`config.mk`:
```
export PLATFORM = sky130hd
export DESIGN_NAME = iq_downconv
export DESIGN_NICKNAME = d
export VERILOG_FILES = /design/src/rtl/iq_downconv_pkg.sv /design/src/rtl/iq_mult.sv /design/src/rtl/iq_downconv.sv
export SDC_FILE = /design/constraint.sdc
export NUM_CORES = 1
export LEC_CHECK = 0
export CORE_MARGIN = 4
export CORE_UTILIZATION = 46
export DETAILED_ROUTE_END_ITERATION = 8
export PLACE_DENSITY = 0.73
export SYNTH_ARGS = -nofsm -noshare
export SYNTH_HDL_FRONTEND = slang
export SYNTH_SLANG_ARGS = --single-unit
```
`constraint.sdc`:
```
create_clock -name clk -period 7.4 [get_ports clk]
set_input_delay 1.85 -clock clk [delete_from_list [all_inputs] [get_ports clk]]
set_output_delay 1.85 -clock clk [all_outputs]
set_load 0.02 [all_outputs]
```
`src/rtl/iq_downconv_pkg.sv`:
```
`default_nettype none
// ============================================================================
// Module      : iq_downconv_pkg
// Description : Shared width defaults and derived-width helpers for the
//               IQ down-converter.
// Revision    : 1.0 - initial release
// ============================================================================
package iq_downconv_pkg;

    localparam int c_DIN_W_DEF = 12;
    localparam int c_NCO_W_DEF = 10;
    localparam int c_OUT_W_DEF = 16;
    localparam int c_DEC_DEF   = 8;

    function automatic int prod_w(input int din_w, input int nco_w);
        return din_w + nco_w;
    endfunction

    // Accumulator grows by log2(DEC) bits so a full block of products cannot overflow.
    function automatic int acc_w(input int din_w, input int nco_w, input int dec);
        return din_w + nco_w + $clog2(dec);
    endfunction

endpackage
`default_nettype wire

```
`src/rtl/iq_mult.sv`:
```
`default_nettype none
// ============================================================================
// Module      : iq_mult
// Description : Registered full-width signed multiplier with optional negate.
// Revision    : 1.0 - initial release
// ============================================================================
module iq_mult
    import iq_downconv_pkg::*;
#(
    parameter int A_W    = c_DIN_W_DEF,
    parameter int B_W    = c_NCO_W_DEF,
    parameter bit NEGATE = 1'b0,
    localparam int P_W   = prod_w(A_W, B_W)
) (
    input  logic                  clk,
    input  logic                  reset_n,
    input  logic                  i_clken,
    input  logic                  i_en,
    input  logic signed [A_W-1:0] i_a,
    input  logic signed [B_W-1:0] i_b,
    output logic signed [P_W-1:0] o_p
);

    logic signed [P_W-1:0] w_a;
    logic signed [P_W-1:0] w_b;
    logic signed [P_W-1:0] w_prod;
    logic signed [P_W-1:0] w_res;
    logic signed [P_W-1:0] r_p;

    // Operands are widened first so the product is formed at full precision.
    assign w_a    = {{B_W{i_a[A_W-1]}}, i_a};
    assign w_b    = {{A_W{i_b[B_W-1]}}, i_b};
    assign w_prod = w_a * w_b;
    assign w_res  = NEGATE ? -w_prod : w_prod;

    always_ff @(posedge clk or negedge reset_n) begin
        if (!reset_n) begin
            r_p <= '0;
        end else if (i_clken && i_en) begin
            r_p <= w_res;
        end
    end

    assign o_p = r_p;

endmodule
`default_nettype wire

```
`src/rtl/iq_downconv.sv`:
```
`default_nettype none
// ============================================================================
// Module      : iq_downconv
// Description : NCO mixer followed by accumulate-and-dump decimator (I and Q).
// Revision    : 1.0 - initial release
// ============================================================================
module iq_downconv
    import iq_downconv_pkg::*;
#(
    parameter int DIN_W = c_DIN_W_DEF,
    parameter int NCO_W = c_NCO_W_DEF,
    parameter int DEC   = c_DEC_DEF,
    parameter int OUT_W = c_OUT_W_DEF
) (
    input  logic                    clk,
    input  logic                    reset_n,
    input  logic                    clken,
    input  logic signed [DIN_W-1:0] din,
    input  logic                    din_valid,
    input  logic signed [NCO_W-1:0] nco_sin,
    input  logic signed [NCO_W-1:0] nco_cos,
    input  logic                    nco_valid,
    output logic signed [OUT_W-1:0] i_out,
    output logic signed [OUT_W-1:0] q_out,
    output logic                    dout_valid
);

    localparam int PW = prod_w(DIN_W, NCO_W);
    localparam int AW = acc_w(DIN_W, NCO_W, DEC);
    localparam int CW = $clog2(DEC);
    localparam logic [CW-1:0] c_CNT_LAST = CW'(DEC - 1);

    logic                  w_qual;
    logic signed [PW-1:0]  w_pi;
    logic signed [PW-1:0]  w_pq;
    logic signed [AW-1:0]  w_sum_i;
    logic signed [AW-1:0]  w_sum_q;

    logic                  r_prod_valid;
    logic signed [AW-1:0]  r_acc_i;
    logic signed [AW-1:0]  r_acc_q;
    logic [CW-1:0]         r_cnt;
    logic signed [OUT_W-1:0] r_i_out;
    logic signed [OUT_W-1:0] r_q_out;
    logic                  r_dout_valid;

    assign w_qual = din_valid & nco_valid;

    iq_mult #(
        .A_W    (DIN_W),
        .B_W    (NCO_W),
        .NEGATE (1'b0)
    ) u_mult_i (
        .clk     (clk),
        .reset_n (reset_n),
        .i_clken (clken),
        .i_en    (w_qual),
        .i_a     (din),
        .i_b     (nco_cos),
        .o_p     (w_pi)
    );

    iq_mult #(
        .A_W    (DIN_W),
        .B_W    (NCO_W),
        .NEGATE (1'b1)
    ) u_mult_q (
        .clk     (clk),
        .reset_n (reset_n),
        .i_clken (clken),
        .i_en    (w_qual),
        .i_a     (din),
        .i_b     (nco_sin),
        .o_p     (w_pq)
    );

    assign w_sum_i = r_acc_i + {{CW{w_pi[PW-1]}}, w_pi};
    assign w_sum_q = r_acc_q + {{CW{w_pq[PW-1]}}, w_pq};

    // The dump takes the top OUT_W bits, i.e. an arithmetic shift by AW-OUT_W.
    always_ff @(posedge clk or negedge reset_n) begin
        if (!reset_n) begin
            r_prod_valid <= 1'b0;
            r_acc_i      <= '0;
            r_acc_q      <= '0;
            r_cnt        <= '0;
            r_i_out      <= '0;
            r_q_out      <= '0;
            r_dout_valid <= 1'b0;
        end else if (clken) begin
            r_prod_valid <= w_qual;
            r_dout_valid <= 1'b0;
            if (r_prod_valid) begin
                if (r_cnt == c_CNT_LAST) begin
                    r_i_out      <= w_sum_i[AW-1 -: OUT_W];
                    r_q_out      <= w_sum_q[AW-1 -: OUT_W];
                    r_dout_valid <= 1'b1;
                    r_acc_i      <= '0;
                    r_acc_q      <= '0;
                    r_cnt        <= '0;
                end else begin
                    r_acc_i <= w_sum_i;
                    r_acc_q <= w_sum_q;
                    r_cnt   <= r_cnt + 1'b1;
                end
            end
        end
    end

    assign i_out      = r_i_out;
    assign q_out      = r_q_out;
    assign dout_valid = r_dout_valid;

endmodule
`default_nettype wire

```
==> metrics.txt <==
status=finished clean; Post-CTS Setup Bufs=0; mean cell area of the mapped netlist=8.99 µm²; number of port buffers=69; Final Hold Vio Count=0; adder-cell share of the synthesized area=37.6%; most common cell after layout, fill and taps aside=inv_1; RD Place Congestion=0.912; main combinational cell family by area after synthesis=adder cells; Place WS=0.0130 ns; Inserted Diodes=0; Cell Count, Final, Fillers Out=2,433; synthesized area=17,000 µm²; GRT overflow=0; Arr. time, crit path=7.25 ns; Tcrit/Tclk final=94.0%; placement row count=70; Slew Viols, Final=0; multiplexer area fraction after synthesis=1.17%; die span in x=200 µm; DRC=0; total number of H-tree levels=4; startpoint type of the worst setup path=primary input; fill cell total of the finished layout=3,347; CTS resizes=0; Post-Synthesis Cells=1,896; Post-synth top flop=dfrtp_1; CP max-delay cell=clkdlybuf4s50_1; Least-Margin Pin Slew=0.839 ns; largest net degree at the start of global routing=72; placed cells=2,401; count of different cell masters after synthesis=75; commonest non-fill, non-tap cells in the layout=inv_1 (316), nand2_1 (246), fa_1 (218), ha_1 (163), dfrtp_1 (131); Core ar.=36,600 µm²; dpl hpwl=30,200 µm; total power=9.34 mW; Max-slew headroom=44.1%; latest clock arrival within the worst-skew pair=0.43 ns; clk sinks=131; Synth Register Bits=131; first-pass GRT wire length=65,300 µm; max_cap viols=0; Crit path top cell by count=fa_1; via-per-instance ratio=5.40; Leakage=9.43 nW; Initial DRC Count=796; layout net count=2,370; cts-stage hold buffer count=0; critical path class=primary input to flip-flop; RSZ-0062 raised after global routing=no; Total Routing Usage GR=19.3%; Max stage delay on crit path=0.81 ns; Cell Area, Placed=18,400 µm²; Wirelength per Cell=15.5 µm; Simple-Gate Fraction of Synth Area=15.4%; Final WS setup=0.441 ns; post-synthesis sequential area ratio=19.2%; Util after Layout=52.2%; Die Span Y=200 µm; Critical Path RT=7.69 ns; Synth Area in XOR/XNOR=4.16%; Final Instance Area=19,100 µm²; Post-synth EDFFs=0; ANT nets after route=0; Syn Nets=2,314; Initial Utilization=46.5%; CP cell instances=clkdlybuf4s50_1, nand2_1, fa_1, inv_1, fa_1, fa_1, fa_1, inv_1, fa_1, inv_1, ha_1, and4_1, o21ai_0, or2_2, o22a_1, a21oi_1, mux2i_1, o21ai_0; worst-path maximum fanout=12; hold_ws=0.472 ns; DRT Wirelength=37,700 µm; minimum clock period=6.96 ns; DR pass1 iterations=5; CTS tree=done; initial antenna violation count=3; IO Count=70; peak supply drop=386 µV; Hold WC Path Type=flip-flop to flip-flop; ratio of cells with drive above 1 in the final layout=5.85%; CTS Buffer Depth=2; Syn-to-layout area delta=12.1%; die area=40,200 µm²; vias in the first global route=13,751; Compound-Gate Fraction of Synth Area=13.6%; Post-synth ARST share=100%; yosys warns=0; critical path endpoint category=flip-flop; detailed-route via count=13,142; root buf cell=clkbuf_16; Cell Pwr Density=489 nW/µm²; clock skew=0.00906 ns; Worst-path clk slew=0.06 ns; FMAX=0.144 GHz; Setup Viol. Count Final=0; TNS Setup=0 ns; Num CTS Buffers=17
## per-layer routing
layer  track usage (%)  vias to the layer above  wire (µm)
li1                  -                     6258          -
met1              26.4                     6534      17400
met2              32.0                      292      17500
met3              3.28                       52       2180
met4              5.01                        6        604
met5                 0                        -         32
## flip-flops by register name (all words and copies together) (netlist names)
name,flops
q_out,16
r_acc_i,25
r_prod_valid,1
r_acc_q,25
u_mult_q.o_p,22
i_out,16
dout_valid,1
r_cnt,3
u_mult_i.o_p,22
## cell usage after synthesis, drive strengths merged, types with 31 or more instances
| master | number | share of area (%) |
|---|---|---|
| dfrtp | 131 | 19 |
| inv | 316 | 7.0 |
| a21oi | 59 | 1.8 |
| nor2 | 54 | 1.2 |
| clkbuf | 75 | 1.7 |
| ha | 163 | 12 |
| xor2 | 31 | 1.6 |
| fa | 218 | 26 |
| and2 | 115 | 4.2 |
| nand2 | 247 | 5.4 |
| xnor2 | 50 | 2.6 |
| o21ai | 111 | 3.3 |
## area by class of cell
class / instances / area [µm²] / area share, %
multi-input cells: 1367 / 12300 / 64.2
flip-flops and latches: 131 / 3280 / 17.2
inverters: 317 / 1190 / 6.23
repair buffers: 118 / 1100 / 5.74
well taps: 468 / 586 / 3.07
clock buffers: 19 / 453 / 2.37
clock inverters: 13 / 228 / 1.19
## worst paths after layout
kind	slack, ns	cells past startpoint	start	endpoint
max	0.44	18	nco_cos[4]	u_mult_i.o_p[18]$_DFFE_PN0P_
min	0.47	2	i_out[4]$_DFFE_PN0P_	i_out[4]$_DFFE_PN0P_
max reg2reg	4.52	10	r_acc_i[0]$_DFFE_PN0P_	r_acc_i[24]$_DFFE_PN0P_
min reg2reg	0.47	2	i_out[4]$_DFFE_PN0P_	i_out[4]$_DFFE_PN0P_
max in group asynchronous	4.66	2	reset_n	i_out[2]$_DFFE_PN0P_
min in group asynchronous	1.44	1	reset_n	q_out[9]$_DFFE_PN0P_
## worst max-delay path: cells and delay by family
| kind | cells | cell delay (ns) |
|---|---|---|
| AOI/OAI and AO/OA | 4 | 0.64 |
| muxes | 1 | 0.20 |
| buffers and inverters | 4 | 0.95 |
| adders and majority gates | 6 | 2.87 |
| and+or+nand+nor | 3 | 0.73 |
## power by group
group	switching [mW]	internal [mW]	total, mW
registers	0.238	0.998	1.24
clock network	0.329	0.649	0.978
logic	3.96	3.16	7.12
total	4.53	4.81	9.34
## logic make-up after synthesis
family,after synthesis
AO/OA/AOI/OAI,346
XOR/XNOR,81
adder cells (fa/ha/maj),381
buffers and inverters,398
flip-flops,131
multiplexers,18
AND/OR/NAND/NOR,541
Note: power is estimated with default switching activity, not from simulation.
